`config.mk`:
```
export PLATFORM = sky130hd
export DESIGN_NAME = bpu_btb
export DESIGN_NICKNAME = d
export VERILOG_FILES = /design/src/rtl/bpu_btb.sv
export SDC_FILE = /design/constraint.sdc
export NUM_CORES = 2
export LEC_CHECK = 0
export BUFFER_PORTS_ARGS = -buffer_cell sky130_fd_sc_hd__buf_2
export CAP_MARGIN = 20
export CELL_PAD_IN_SITES_DETAIL_PLACEMENT = 1
export CELL_PAD_IN_SITES_GLOBAL_PLACEMENT = 2
export CORE_MARGIN = 1
export CORE_UTILIZATION = 40
export DETAILED_ROUTE_END_ITERATION = 6
export PLACE_DENSITY_LB_ADDON = 0.1
export SLEW_MARGIN = 20
export SYNTH_ARGS = -nofsm -noshare
export SYNTH_HDL_FRONTEND = slang
export SYNTH_SLANG_ARGS = --single-unit
```
`constraint.sdc`:
```
create_clock -name clk -period 13.25 [get_ports clk]
set_input_delay 1.325 -clock clk [delete_from_list [all_inputs] [get_ports clk]]
set_output_delay 1.325 -clock clk [all_outputs]
set_load 0.01 [all_outputs]
```
`src/rtl/bpu_btb.sv`:
```
// bpu_btb: direct-mapped branch target buffer with 2-bit saturating
// direction counters. The IF stage looks it up combinationally with the
// current PC. The ID stage trains it with resolved branches and jumps.
// It also flags mispredictions and keeps wrap-around performance counters.
module bpu_btb #(
    parameter int         ENTRIES  = 16,
    parameter int         TAG_W    = 30 - $clog2(ENTRIES),
    parameter logic [1:0] CTR_INIT = 2'b10,
    parameter int         CNT_W    = 32
) (
    input  logic             clk,
    input  logic             reset,
    input  logic [31:0]      lk_pc,
    output logic             lk_hit,
    output logic             lk_taken,
    output logic [31:0]      lk_target,
    input  logic             upd_valid,
    input  logic [31:0]      upd_pc,
    input  logic             upd_is_jump,
    input  logic             upd_taken,
    input  logic [31:0]      upd_target,
    input  logic             upd_pred_taken,
    input  logic [31:0]      upd_pred_target,
    output logic             mispredict,
    output logic [CNT_W-1:0] perf_updates,
    output logic [CNT_W-1:0] perf_mispredicts
);

    localparam int IDX_W = $clog2(ENTRIES);

    logic             r_valid  [ENTRIES];
    logic [TAG_W-1:0] r_tag    [ENTRIES];
    logic [1:0]       r_ctr    [ENTRIES];
    logic [31:0]      r_target [ENTRIES];
    logic [CNT_W-1:0] r_perfUpdates;
    logic [CNT_W-1:0] r_perfMispredicts;

    logic [IDX_W-1:0] w_lkIdx;
    logic [TAG_W-1:0] w_lkTag;
    logic [IDX_W-1:0] w_updIdx;
    logic [TAG_W-1:0] w_updTag;
    logic             w_updHit;
    logic             w_tableWrite;
    logic             w_targetWrite;
    logic [1:0]       w_curCtr;
    logic [1:0]       w_nextCtr;

    assign w_lkIdx  = lk_pc[IDX_W+1:2];
    assign w_lkTag  = lk_pc[31:IDX_W+2];
    assign w_updIdx = upd_pc[IDX_W+1:2];
    assign w_updTag = upd_pc[31:IDX_W+2];

    assign lk_hit    = r_valid[w_lkIdx] && (r_tag[w_lkIdx] == w_lkTag);
    assign lk_taken  = lk_hit && r_ctr[w_lkIdx][1];
    assign lk_target = lk_taken ? r_target[w_lkIdx] : (lk_pc + 32'd4);

    assign mispredict = upd_valid &&
                        ((upd_taken != upd_pred_taken) ||
                         (upd_taken && (upd_target != upd_pred_target)));

    assign w_updHit      = r_valid[w_updIdx] && (r_tag[w_updIdx] == w_updTag);
    assign w_curCtr      = r_ctr[w_updIdx];
    // A miss only allocates when taken; a not-taken miss leaves the table alone.
    assign w_tableWrite  = upd_valid && (w_updHit || upd_taken);
    assign w_targetWrite = upd_is_jump || upd_taken;

    assign perf_updates     = r_perfUpdates;
    assign perf_mispredicts = r_perfMispredicts;

    // Next counter value for the entry being trained: jumps pin it to strongly taken,
    // branches walk it with saturation, and a fresh branch allocation starts at CTR_INIT.
    always_comb begin
        w_nextCtr = w_curCtr;
        if (!w_updHit) begin
            w_nextCtr = upd_is_jump ? 2'b11 : CTR_INIT;
        end else if (upd_is_jump) begin
            w_nextCtr = 2'b11;
        end else if (upd_taken) begin
            w_nextCtr = (w_curCtr == 2'b11) ? 2'b11 : w_curCtr + 2'b01;
        end else begin
            w_nextCtr = (w_curCtr == 2'b00) ? 2'b00 : w_curCtr - 2'b01;
        end
    end

    // Table and counter state: reset clears everything and swallows any coincident update.
    always_ff @(posedge clk) begin
        if (!reset) begin
            for (int i = 0; i < ENTRIES; i++) begin
                r_valid[i]  <= 1'b0;
                r_tag[i]    <= '0;
                r_ctr[i]    <= 2'b00;
                r_target[i] <= 32'd0;
            end
            r_perfUpdates     <= '0;
            r_perfMispredicts <= '0;
        end else begin
            if (w_tableWrite) begin
                r_valid[w_updIdx] <= 1'b1;
                r_tag[w_updIdx]   <= w_updTag;
                r_ctr[w_updIdx]   <= w_nextCtr;
                if (w_targetWrite) begin
                    r_target[w_updIdx] <= upd_target;
                end
            end
            if (upd_valid) begin
                r_perfUpdates <= r_perfUpdates + {{(CNT_W-1){1'b0}}, 1'b1};
            end
            if (mispredict) begin
                r_perfMispredicts <= r_perfMispredicts + {{(CNT_W-1){1'b0}}, 1'b1};
            end
        end
    end

endmodule

```
==> run metrics <==
Row Count 135; Critical Path RT 11930 ps; clock skew a little over 30 ps; R2R setup slack between 7000 and 8000 ps; GR Util All Layers 0.299; Post-CTS Hold Fix Bufs 0; main combinational cell family by area after synthesis multiplexers; # clock sinks 1040; clock share of power 0.412; largest net degree at the start of global routing 250; Critical Path AT 6350 ps; most frequent cells in the layout edfxtp_1, nor3_1, mux4_2; Cell Pwr Density 132 mW/mm^2; simple-gate portion of the synthesized area 0.173; Max IR drop VDD 0.0000991 V; minimum clock period 7670 ps; Setup crit end kind primary output; die area 0.139 sq mm; post-synth cell types 75; Slew headroom 0.203; CP Launch Point lk_pc[3]; Max-cap violations 0; Hold Violations, Final 0; Initial DRC Count 4737; Setup Buffers After CTS 0; Leak Pwr 19.6 nW; CP startpoint kind primary input; Sequential Power Share 0.466; maximum clock rate 130 MHz; Critical R2R Capture r_tag[3][2]$_SDFFCE_PN0P_; mux share of post-synthesis cell area 0.177; Placed Area 0.0579 sq mm; CTS Root Cell clkbuf_16; Area Overhead vs Synth 12.1%; Post-Synth XOR/XNOR Area 0.0260; drt drc 0; number of synthesized flops with an enable pin 960; ys flop type edfxtp_1; Adder-Cell Fraction of Synth Area 0.00104; clk_lat worst skew 750 ps; initial antenna violation count 21; WS Path Type in -> out; routed vias 37860; Inserted Clock Buffers 120; share of the yosys chip area belonging to registers 0.552; commonest non-fill, non-tap cell in the layout edfxtp_1; drt first pass iters 5; status complete, no violations; Psw 2.17 mW; dpl hpwl between 100000 and 150000 microns; global-route wire length before repair 297000 microns; WL/cell 36.0 microns; FF-to-FF Start r_tag[15][11]$_SDFFCE_PN0P_; Final Max Slew Viols 0; Ports around 230; total wire length about 210000 microns; share of layout cells above drive strength 1 0.319; worst setup path end lk_taken; syn avg cell area 13.9 sq um; Post-Syn Area 0.0552 sq mm; yosys warns 0; FF-to-FF path depth 10; Initial Util 0.405; fin crit share 0.579; Setup violations, final 0; die height around 370 microns; fin nets 4142; syn nets 4107; Slew @ Worst Pin 1190 ps; Sw Share 0.265; CP Max Fanout 58; core area between 0.1 and 0.15 sq mm; htree depth 3; Hold Path Class reg -> reg; post-synthesis async set-or-reset flop share 0; Compound-Gate Fraction of Synth Area 0.0319; post-synthesis cell count approximately 4000; post-route ant nets 0; Fin Setup TNS 0 ps; Finished Cell Area ~0.06 sq mm; port bufs 230; vias in the first global route 38256; unrepaired setup endpoints after global routing no; Overflow after GRT 0; Fillers 13592; gp weighted congestion 0.856; Cell Int Power 6.02 mW; worst hold slack 481 ps; Die W 373 microns; combinational share of power 0.122; TritonCTS clock tree yes; maximum clock path buffer count 3; hold path startpoint r_valid[1]$_DFF_P_; clock input transition at the sequential cells of the worst setup and hold paths 60 ps; Vias/cell ~6.4; post-synthesis register bit count 1040; cts repair resizes 0
==> routing by layer <==
metal,wire (microns),global-route usage,vias to the layer above
met5,108,0,-
met4,4910,0.0742,16
met3,18200,0.0542,282
met2,96600,0.464,1646
met1,92400,0.434,20318
li1,-,-,15598
==> power by group through the flow <==
stage / logic [mW] / clock network, mW / registers [mW]
3_5_place_dp: 0.988 / 0 / 3.88
5_1_grt: 1.03 / 3.52 / 3.83
3_3_place_gp: 0.984 / 0 / 3.87
2_1_floorplan: 0.597 / 0 / 3.86
6_report: 1.00 / 3.37 / 3.81
4_1_cts: 0.991 / 3.42 / 3.81
==> how the worst min path moves through the flow <==
stage	to	slack, ps	cells past startpoint
6_report	r_valid[1]$_DFF_P_	480	2
5_1_grt	r_valid[13]$_DFF_P_	500	2
4_1_cts	r_valid[8]$_DFF_P_	480	2
3_5_place_dp	r_valid[8]$_DFF_P_	470	2
3_3_place_gp	r_valid[12]$_DFF_P_	450	2
2_1_floorplan	r_valid[1]$_DFF_P_	430	2
==> cell type report <==
class	instances	area [sq um]	share of cell area
Timing Repair Buffer	340	2120	0.0342
Antenna cell	7	17.5	0.000283
Inverter	27	104	0.00168
Tap cell	1781	2230	0.0360
Sequential cell	1040	30400	0.492
Multi-Input combinational cell	2476	23000	0.372
Clock inverter	86	788	0.0127
Clock buffer	141	3120	0.0505
==> worst max-delay path, cell delays in order <==
cell	delay, ps
buf_8	460
buf_4	640
mux4_2	580
mux2i_1	230
xor2_1	700
nand3_1	160
o21ai_0	560
nand3_1	130
or3_1	400
nor3b_1	820
buf_2	280
==> sequential cells by signal, summed over array words and instances, names as in the netlist <==
| signal | count |
|---|---|
| perf_mispredicts | 32 |
| perf_updates | 32 |
| r_ctr | 32 |
| r_tag | 416 |
| r_target | 512 |
| r_valid | 16 |
==> synth_stat cells, drive strengths merged, types with 80 or more instances <==
| cell type | instances | area [sq um] |
|---|---|---|
| buf | 204 | 1260 |
| clkbuf | 223 | 840 |
| dfxtp | 80 | 1600 |
| edfxtp | 960 | 28800 |
| mux2i | 192 | 1920 |
| mux4 | 323 | 7270 |
| nand2 | 249 | 935 |
| nor3 | 758 | 4700 |
| nor3b | 225 | 2550 |
| o21ai | 85 | 425 |
| xnor2 | 83 | 727 |
| xor2 | 81 | 709 |
==> through the flow <==
| stage | util | power, mW | setup slack [ps] | cells |
|---|---|---|---|---|
| floorplan | - | 4.46 | 6910 | 3970 |
| global placement | 0.425 | 4.86 | 5080 | 5662 |
| detailed placement | 0.425 | 4.87 | 5280 | 5663 |
| CTS | 0.454 | 8.23 | 5690 | 5890 |
| global route | 0.454 | 8.38 | 5600 | 5893 |
| finish | 0.454 | 8.19 | 5580 | 5898 |
==> logic make-up (layout without fill, tap and decap cells) <==
kind of cell	after synthesis	after routing
fa+ha+maj	5	5
xor+xnor	164	164
other cells	0	7
flops	1040	1040
buf+inv	454	594
simple gates	1478	1478
compound gates	265	265
mux	564	564
Power figures use the tool's default switching activity.
